[config.mk]
export PLATFORM = sky130hd
export DESIGN_NAME = wb_uart_tx_slave
export DESIGN_NICKNAME = d
export VERILOG_FILES = /design/src/rtl/wb_uart_tx_slave.sv
export SDC_FILE = /design/constraint.sdc
export NUM_CORES = 1
export LEC_CHECK = 0
export BUFFER_PORTS_ARGS = -buffer_cell sky130_fd_sc_hd__buf_2
export CAP_MARGIN = 10
export CORE_MARGIN = 5
export CORE_UTILIZATION = 53
export DETAILED_ROUTE_END_ITERATION = 10
export HOLD_SLACK_MARGIN = 0.05
export PLACE_DENSITY = 0.76
export REMOVE_ABC_BUFFERS = 1
export SLEW_MARGIN = 20
export SYNTH_ARGS = -nofsm -noshare
export SYNTH_HDL_FRONTEND = slang
export SYNTH_SLANG_ARGS = --single-unit
[constraint.sdc]
create_clock -name clock -period 3.1 [get_ports clock]
set_input_delay 0.62 -clock clock [delete_from_list [all_inputs] [get_ports clock]]
set_output_delay 0.62 -clock clock [all_outputs]
set_load 0.005 [all_outputs]
[src/rtl/wb_uart_tx_slave.sv]
// Wishbone classic slave UART transmitter (8N1): byte FIFO in front of a
// start/data/stop serialiser, with a status register and a tx-done interrupt.
module wb_uart_tx_slave #(
    parameter int unsigned DIVISOR = 87,
    parameter int unsigned FIFO_AW = 4
) (
    input  logic        clock,
    input  logic        reset_n,
    input  logic [2:0]  wb_adr_i,
    input  logic [31:0] wb_dat_i,
    output logic [31:0] wb_dat_o,
    input  logic        wb_we_i,
    input  logic [3:0]  wb_sel_i,
    input  logic        wb_stb_i,
    input  logic        wb_cyc_i,
    output logic        wb_ack_o,
    output logic        uart_tx,
    output logic        irq_o
);

    localparam int unsigned PW    = FIFO_AW + 1;
    localparam int unsigned DEPTH = 1 << FIFO_AW;
    localparam int unsigned CW    = 16;
    localparam logic [CW-1:0] BAUD_LAST = CW'(DIVISOR - 1);

    typedef enum logic [1:0] {S_IDLE, S_START, S_DATA, S_STOP} state_t;

    state_t          state, state_nx;
    logic [CW-1:0]   baud_cnt;
    logic [2:0]      bit_cnt;
    logic [7:0]      shreg;
    logic [PW-1:0]   wr_ptr, rd_ptr, level;
    logic [7:0]      mem [DEPTH];
    logic            overflow;
    logic            empty, full, bit_end;
    logic            req, push_req, clr_ovf, push_ok, drop;
    logic            pop_c, shift_c, tx_c;
    logic [31:0]     status_c;
    logic            unused;

    assign unused = ^{wb_adr_i[1:0], wb_dat_i[31:8], wb_sel_i[3:1]};

    // Bus decode: a request is the first cycle of cyc&stb not yet acked
    assign req      = wb_cyc_i & wb_stb_i & ~wb_ack_o;
    assign push_req = req & wb_we_i & ~wb_adr_i[2] & wb_sel_i[0];
    assign clr_ovf  = req & wb_we_i & wb_adr_i[2] & wb_dat_i[3];

    assign level   = wr_ptr - rd_ptr;
    assign empty   = (wr_ptr == rd_ptr);
    assign full    = (level == PW'(DEPTH));
    assign bit_end = (baud_cnt == BAUD_LAST);

    // A pop in the same cycle frees a slot, so a push into a full FIFO still lands
    assign push_ok = push_req & (~full | pop_c);
    assign drop    = push_req & full & ~pop_c;

    always_comb begin
        status_c             = '0;
        status_c[0]          = full;
        status_c[1]          = empty;
        status_c[2]          = (state != S_IDLE);
        status_c[3]          = overflow;
        status_c[8 +: PW]    = level;
    end

    // State register
    always_ff @(posedge clock or negedge reset_n) begin
        if (!reset_n) state <= S_IDLE;
        else          state <= state_nx;
    end

    // Next-state logic
    always_comb begin
        state_nx = state;
        case (state)
            S_IDLE:  if (!empty) state_nx = S_START;
            S_START: if (bit_end) state_nx = S_DATA;
            S_DATA:  if (bit_end && bit_cnt == 3'd7) state_nx = S_STOP;
            S_STOP:  if (bit_end) state_nx = empty ? S_IDLE : S_START;
            default: state_nx = S_IDLE;
        endcase
    end

    // Output logic: FIFO pop, shift and next serial level
    always_comb begin
        pop_c   = 1'b0;
        shift_c = 1'b0;
        tx_c    = uart_tx;
        case (state)
            S_IDLE: begin
                if (!empty) begin
                    pop_c = 1'b1;
                    tx_c  = 1'b0;
                end
            end
            S_START: if (bit_end) tx_c = shreg[0];
            S_DATA: begin
                if (bit_end) begin
                    if (bit_cnt == 3'd7) begin
                        tx_c = 1'b1;
                    end else begin
                        shift_c = 1'b1;
                        tx_c    = shreg[1];
                    end
                end
            end
            S_STOP: begin
                if (bit_end && !empty) begin
                    pop_c = 1'b1;
                    tx_c  = 1'b0;
                end
            end
            default: ;
        endcase
    end

    always_ff @(posedge clock) begin
        if (push_ok) mem[wr_ptr[FIFO_AW-1:0]] <= wb_dat_i[7:0];
    end

    // Serialiser, FIFO pointers and bus response registers
    always_ff @(posedge clock or negedge reset_n) begin
        if (!reset_n) begin
            wr_ptr   <= '0;
            rd_ptr   <= '0;
            baud_cnt <= '0;
            bit_cnt  <= '0;
            shreg    <= '0;
            overflow <= 1'b0;
            uart_tx  <= 1'b1;
            irq_o    <= 1'b1;
            wb_ack_o <= 1'b0;
            wb_dat_o <= '0;
        end else begin
            if (push_ok) wr_ptr <= wr_ptr + PW'(1);
            if (pop_c)   rd_ptr <= rd_ptr + PW'(1);

            if (state == S_IDLE || bit_end) baud_cnt <= '0;
            else                            baud_cnt <= baud_cnt + CW'(1);

            if (state != S_DATA) bit_cnt <= '0;
            else if (bit_end)    bit_cnt <= bit_cnt + 3'd1;

            if (pop_c)        shreg <= mem[rd_ptr[FIFO_AW-1:0]];
            else if (shift_c) shreg <= {1'b0, shreg[7:1]};

            if (drop)         overflow <= 1'b1;
            else if (clr_ovf) overflow <= 1'b0;

            uart_tx  <= tx_c;
            irq_o    <= empty & (state == S_IDLE);
            wb_ack_o <= req;
            wb_dat_o <= (req && !wb_we_i && wb_adr_i[2]) ? status_c : 32'd0;
        end
    end

endmodule

==> flow_results.org, run 1 <==
** Clock tree
- Clock Sink Count :: 180
- After clock tree synthesis, the clock-pin slew on the worst setup and hold paths is 0.07 ns.
- TritonCTS built the clock tree.
- Clock latency on the worst-skew pair :: 0.42 ns
- The H-tree generated during clock tree synthesis spans 4 levels.
- After clock tree synthesis, the flow added hold-fix buffers numbering 0.
- Root buffer selected by CTS :: sky130_fd_sc_hd__clkbuf_16
- The longest clock path from root to sink contains 2 buffers.
- In this run, CTS created clock tree buffers numbering 17.

** Place
- At the placement stage, the worst setup path has a slack of 0.165 ns.
- Input/output buffers :: 26
- The wire-length estimate of the detail-placed layout is 9060 um.
- Final Wtd Congestion :: 0.802

** Pwr
- Power Dens Cells :: 594 nW/um^2
- Static Leak :: 3.24 nW
- VDD sags by at most 721 uV.

** Yosys
- Avg Synthesized Cell Area :: 16.3 sq um
- Counting flops with a built-in enable in the synthesized netlist gives 128.
- The share of the Yosys chip area taken by registers is 66.6%.
- The Yosys step of the flow raised 0 warnings.
- Post-synthesis instance total :: 473
- After synthesis the netlist holds a flip-flop and latch count of 180.
- Leading register cell type out of synthesis :: sky130_fd_sc_hd__edfxtp_1
- Proportion of register bits with asynchronous set or reset after synthesis :: 28.9%
- Post-synthesis cell type count :: 42
- Netlist area before placement :: 7730 sq um

** Setup path
- On the worst path, the slowest cell contributes a delay of 0.48 ns.
- STA classifies the critical path endpoint as a flop.
- Maximum fanout along the worst path :: 21
- The worst setup path is of the reg2reg kind.
- Data on the critical path arrives at its endpoint at 3.21 ns.
- Crit-path cells :: inv_2 > ha_1 > nand4_1 > o21ai_0 > o21ai_2 > o41a_4 > and3_1 > xor2_1
- The largest individual stage delay along the critical path comes from the cell sky130_fd_sc_hd__o41a_4.
- STA classifies the critical path startpoint as a flop.
- Data on the critical path is required at its endpoint by 3.38 ns.

** Timing
- Period minus WS final :: 2.93 ns
- Setup slack on the critical path of the routed design comes to 0.170 ns.
- Headroom to the max-slew limit came out at 54.7%.
- Setup violation total in the final timing report :: 0
- Post-route clock period utilization :: 94.5%
- Worst hold margin :: 0.231 ns
- Worst-case clock skew :: 0.0123 ns
- The number of slew-limit violations in the final report is 0.
- Timing would allow up to 0.341 GHz.
- Final hold violation count :: 0
- RSZ-0062 raised after global routing :: no
- Slew at the pin closest to its max-slew limit :: 0.680 ns

** Floorplan
- I/O pins :: 79
- The initial utilization of the core area, before any placement, comes to 53.6%.
- Area of the die :: 17100 sq um
- In this run the horizontal extent of the chip is 131 um.
- Core Region :: 14400 sq um
- Row generation in the floorplan step produced 44 rows.
- Die boundary height :: 131 um

** GRT
- Pin count of the biggest net entering global routing :: 36
- The number of global-route vias before repair came to 4094.
- For this run, the total global-route usage over all layers was measured as 17.3%.
- Initial antenna violation count :: 0
- After global routing the overflow that remains totals 0.
- The first global-routing pass estimated 22100 um of wire.

** Min path
- Path type of the worst min-delay path :: in2async

** Final layout
- Cells fill 58.9% of the core in the end.
- The number of antenna diodes in the final layout is 0.
- In the layout the commonest cells are 128 x sky130_fd_sc_hd__edfxtp_1, 49 x sky130_fd_sc_hd__dfrtp_1, 40 x sky130_fd_sc_hd__mux4_2.
- For this run, the post-layout net count is 572.
- Of the cells placed in the final design, the portion with a size suffix greater than 1 is 21.7%.
- Area added between synthesis and finish :: 9.97%
- Commonest non-fill, non-tap cell in the layout :: sky130_fd_sc_hd__edfxtp_1

** Status
- The run finished with clean final reports.

** Drt
- Via count :: 3881
- Total wirelength of the detailed-routed design :: 13400 um
- Using the TritonRoute via totals, the vias-per-cell ratio works out to 5.51.
- Average wire length per cell after detail routing :: 19.0 um
- The detail route stage leaves a number of antenna-violating nets equal to 0.
- The detailed router finished its first iteration with 314 violations.
- The first TritonRoute pass finished after 5 iterations.
- In the routed design, unresolved DRC markers number 0.

** Run
- Max-cap violations in this run came to 0.
## final cells by class
type                    instances  area (sq um)
clock buffers                  19           433
flip-flops and latches        180          5150
multi-input cells             264          2360
inverters                      13          48.8
repair buffers                 33           183
well taps                     184           230
fillers                      1059          5920
clock inverters                11          95.1
## report_power, final
part	switching, W	leakage [nW]	internal, W
Combinational	0.000270	1.17	0.000155
Clock	0.000913	0.255	0.00104
Sequential	0.0000473	1.82	0.00262
## cells in the mapped netlist (2+ instances only)
master                       n  area, sq um
sky130_fd_sc_hd__a21oi_1     5         25.0
sky130_fd_sc_hd__and2_1      2         12.5
sky130_fd_sc_hd__and3_1     21          131
sky130_fd_sc_hd__buf_2       2         10.0
sky130_fd_sc_hd__buf_4      26          195
sky130_fd_sc_hd__buf_6       2         22.5
sky130_fd_sc_hd__clkbuf_1    7         26.3
sky130_fd_sc_hd__dfrtp_1    50         1250
sky130_fd_sc_hd__dfstp_2     2         52.6
sky130_fd_sc_hd__edfxtp_1  128         3840
sky130_fd_sc_hd__ha_1       18          225
sky130_fd_sc_hd__inv_1      12         45.0
sky130_fd_sc_hd__mux2i_1     9         90.1
sky130_fd_sc_hd__mux4_2     40          901
sky130_fd_sc_hd__nand2_1    27          101
sky130_fd_sc_hd__nand2b_1    2         12.5
sky130_fd_sc_hd__nand3_1     8         40.0
sky130_fd_sc_hd__nand4_1     5         31.3
sky130_fd_sc_hd__nor2_1     32          120
sky130_fd_sc_hd__nor2b_1     7         43.8
sky130_fd_sc_hd__nor3_1      3         15.0
sky130_fd_sc_hd__nor4_1      3         18.8
sky130_fd_sc_hd__o21ai_0    12         60.1
sky130_fd_sc_hd__o21ai_1     7         35.0
sky130_fd_sc_hd__xnor2_1    12          105
sky130_fd_sc_hd__xor2_1     15          131
## cells by family (layout without fill, tap and decap cells)
group	after synthesis	after routing	synth area share (%)
flip-flops	180	180	66.6
AND/OR/NAND/NOR	117	117	8.06
buffers and inverters	51	76	3.97
multiplexers	49	49	12.8
AO/OA/AOI/OAI	29	29	2.27
XOR/XNOR	27	27	3.06
adder cells (fa/ha/maj)	19	19	3.17
other	1	23	0.0485
## registers in the layout, indices dropped and copies added (netlist names)
name      cells
mem         128
baud_cnt     16
wb_dat_o      9
shreg         8
rd_ptr        5
wr_ptr        5
bit_cnt       3
state         2
irq_o         1
overflow      1
uart_tx       1
wb_ack_o      1
## stage by stage
step / area [sq um] / TNS [ns] / power (W) / cells
2_1_floorplan: 7550 / -77.13 / 0.00298 / 457
3_3_place_gp: 7970 / 0 / 0.00312 / 674
3_5_place_dp: 7970 / 0 / 0.00315 / 674
4_1_cts: 8500 / 0 / 0.00509 / 704
5_1_grt: 8500 / 0 / 0.00527 / 704
6_report: 8500 / 0 / 0.00505 / 704
## what timing repair did
item / in CTS / in global routing
setup endpoints to repair: 0 / 16
buffers inserted: 0 / 0
gates resized for setup: 0 / 4
## routing by layer
layer | track usage, % | wire length, um | up-vias
met5 | 0 | 0 | -
met2 | 28.8 | 7010 | 69
li1 | - | - | 1796
met3 | 4.76 | 456 | 7
met4 | 4.36 | 97 | 0
met1 | 22.9 | 5840 | 2009
## final timing paths
| kind | from | to | slack (ns) | cells past startpoint |
|---|---|---|---|---|
| setup / recovery | rd_ptr[3] | wr_ptr[4] | 0.17 | 8 |
| hold / removal | reset_n | state[1] | 0.23 | 1 |
| setup reg to reg | rd_ptr[3] | wr_ptr[4] | 0.17 | 8 |
| hold reg to reg | uart_tx | uart_tx | 0.51 | 2 |
| max in group asynchronous | reset_n | shreg[4] | 2.10 | 2 |
| min in group clock | wb_stb_i | wb_ack_o | 0.48 | 3 |
## critical path: cells and delay by family, from the launching register on
kind,cells,cell delay [ns]
buffers and inverters,1,0.16
adders and majority gates,1,0.38
xor gates and xnor gates,1,0.20
AOI/OAI and AO/OA,3,1.05
and+or+nand+nor,2,0.60
DFF,1,0.40
(Power assumes the default switching activity.)
==> inputs of run 2 (changes only) <==
--- a/config.mk
+++ b/config.mk
@@ -11,7 +11,7 @@
 export CORE_UTILIZATION = 53
 export DETAILED_ROUTE_END_ITERATION = 10
 export HOLD_SLACK_MARGIN = 0.05
-export PLACE_DENSITY = 0.76
+export PLACE_DENSITY_LB_ADDON = 0.3
 export REMOVE_ABC_BUFFERS = 1
 export SLEW_MARGIN = 20
 export SYNTH_ARGS = -nofsm -noshare
==> flow_results.org, run 2 (synthesis gave the netlist of run 1 again) <==
** Pwr
- Of the total power, the share spent switching nets is 24.3%.
- Switching component of the power :: 0.00132 W
- Across the VDD grid, the largest voltage drop is 631 uV.
- Static Leak :: 3.31 nW
- Combinational cells account for 8.0% of the total power.
- Reg power frac :: 49.3%
- Internal power comes to 0.00410 W.
- The clock network accounts for 42.8% of the total power.
- Power Dens Cells :: 629 nW/um^2

** Floorplan
- Row count :: 44
- In this run the count of I/O pins placed on the die edge is 79.
- Area of the die :: 17100 sq um
- Core Region :: 14400 sq um
- Die boundary height :: 131 um
- Once the floorplan was initialized, standard cells occupied 53.6% of the core.
- Horizontal die dimension :: 131 um

** Final layout
- Summed area of non-filler cells in the final layout :: 8620 sq um
- Leaving out fill and tap cells, the most frequent cell in the layout is sky130_fd_sc_hd__edfxtp_1.
- Total Nets Final :: 572
- Counting the fill cells in the layout gives 1064.
- The register with the most flip-flops in the layout has 128 of them.
- Once layout is complete, the utilization of the core stands at 59.7%.
- Area added between synthesis and finish :: 11.5%
- Leaving out fill and tap cells, the most frequent cells in the layout are 128 x sky130_fd_sc_hd__edfxtp_1, 49 x sky130_fd_sc_hd__dfrtp_1, 40 x sky130_fd_sc_hd__mux4_2.
- The post-route netlist has 22.4% of its cells at a drive strength greater than 1.
- Once layout is complete, the cells apart from fillers number 706.
- The repair_antennas step left the layout with diodes totalling 0.

** GRT
- The number of global-route vias before repair came to 3936.
- The first global-routing pass estimated 21800 um of wire.
- Initial antenna violation count :: 0
- Global routing used 17.4% of the available tracks.
- Pin count of the biggest net entering global routing :: 36
- Overflow left after global routing :: 0

** Setup path
- Worst reg-to-reg setup slack :: 0.17 ns
- At the worst endpoint, the required time is 3.17 ns.
- Data arrival time of the worst path :: 3.00 ns
- In this run the worst path has a maximum fanout of 21.
- In this run the critical register-to-register path is launched from wr_ptr[0].
- The critical path is of the reg2reg type.
- Capturing element type of the critical path :: flop
- The critical path goes through inv_1 > ha_1 > fa_1 > nand2b_1 > a21oi_1 > xor2_1 > o41a_4 > and3_1.
- Capturing point of the worst reg2reg path :: mem[0][4]
- The largest single stage delay on the critical path is 0.51 ns.
- The slowest stage of the critical path belongs to the cell sky130_fd_sc_hd__and3_1.
- On the critical path the largest part of the delay comes from simple AND/OR/NAND/NOR gates.
- Reg2Reg Depth :: 8
- Buffers & Inverters on Critical Path :: 1
- STA classifies the critical path startpoint as a flop.

** Clock tree
- The cell sitting at the root of the clock tree is a sky130_fd_sc_hd__clkbuf_16.
- The clock drives 180 sinks.
- CTS H-Tree Depth :: 4
- Hold repair after CTS inserted 0 buffers.
- Clock tree synthesis inserted a total of 17 buffers.
- TritonCTS built the clock tree.
- Max Buffers Root-to-Sink :: 2
- Clock-pin slew was measured on the worst setup and hold paths at 0.07 ns.
- The clock reaches the later pin of the worst-skew pair after 0.43 ns.

** Timing
- Derived from the worst setup path, the maximum achievable clock frequency is 0.341 GHz.
- Fin Setup TNS :: 0 ns
- RSZ-0062 raised after global routing :: no
- Setup violation total in the final timing report :: 0
- Worst-case clock skew :: 0.0104 ns
- In the finished design, the share of the clock period the worst path needs comes to 94.6%.
- Final Worst Setup Slack :: 0.167 ns
- The number of slew-limit violations in the final report came to 0.
- The worst pin sits at a relative slew slack of 51.8%.
- For the pin with the worst max-slew slack, the measured transition is 0.723 ns.
- The final number of hold-violating endpoints was 0.
- The smallest clock period supported by the final layout is computed as 2.93 ns.

** Place
- After detailed placement, the total cell area comes to 7970 sq um.
- Including well taps, the total number of placed cells is 674.
- Prior to clock tree synthesis, the placed netlist has a worst setup slack of 0.0893 ns.
- DPL Wire Length :: 9040 um
- Final Wtd Congestion :: 0.800
- Input/output buffers :: 26

** Drt
- Residual DRC :: 0
- In the final routed layout, each cell accounts on average for 19.4 um.
- Once detail routing completed, the nets flagged for antenna violations numbered 0.
- The routed layout has 3911 vias.
- For this block, the initial DRC count from the detailed router was 229.
- Number of iterations in the first detailed-routing pass :: 4
- Dividing the detail-routed via count by the number of cells gives 5.54.
- The routed design has 13700 um of wire.

** Status
- Result of the run :: finished, final reports clean

** Run
- Max-capacitance violation count :: 0

** Min path
- Path type of the worst min-delay path :: in2async
## run 2: cell types whose count changed in the layout (fill, tap and decap cells not counted), sizes merged
cell,delta
inv,+3
clkbuf,-2
clkinv,-1
clkinvlp,-1
bufinv,+3
## run 2: worst max-delay path by stage
stage | startpoint | end | cells past startpoint
finish | wr_ptr[0] | mem[0][4] | 8
global placement | wr_ptr[0] | wr_ptr[4] | 9
CTS | wr_ptr[0] | wr_ptr[4] | 9
detailed placement | wr_ptr[0] | mem[15][0] | 8
floorplan | rd_ptr[0] | mem[15][0] | 6
global route | wr_ptr[0] | mem[0][4] | 8
## run 2: routing by layer
metal	wire, um	up-vias	GRT usage [%]
met5	0	-	0
met4	248	0	6.17
met3	617	17	4.51
met2	6980	77	28.4
met1	5840	2013	23.0
li1	-	1804	-
## run 2: layout make-up
cell class / instances / area [sq um] / area share (%)
clock buffers: 17 / 425 / 4.94
clock inverters: 15 / 223 / 2.58
inverters: 13 / 48.8 / 0.566
multi-input cells: 264 / 2360 / 27.4
flip-flops and latches: 180 / 5150 / 59.8
well taps: 184 / 230 / 2.67
repair buffers: 33 / 183 / 2.12
## run 2: timing repair
item,in CTS,in global routing
hold endpoints to repair,0,0
resized for setup,0,2
setup buffers,0,0
endpoints found under the setup margin,0,9
## run 2: metrics by stage
step | power [W] | hold slack, ns
floorplan | 0.00298 | 0.324
global placement | 0.00312 | 0.453
detailed placement | 0.00314 | 0.473
CTS | 0.00545 | 0.252
global route | 0.00562 | 0.294
finish | 0.00542 | 0.242
## run 2: power groups by stage
stage | sequential, W | combinational (W) | clock [W]
after detailed placement | 0.00272 | 0.000425 | 0
after global placement | 0.00272 | 0.000406 | 0
after global routing | 0.00267 | 0.000485 | 0.00247
final | 0.00267 | 0.000431 | 0.00232
after CTS | 0.00267 | 0.000428 | 0.00235
after floorplan | 0.00271 | 0.000276 | 0
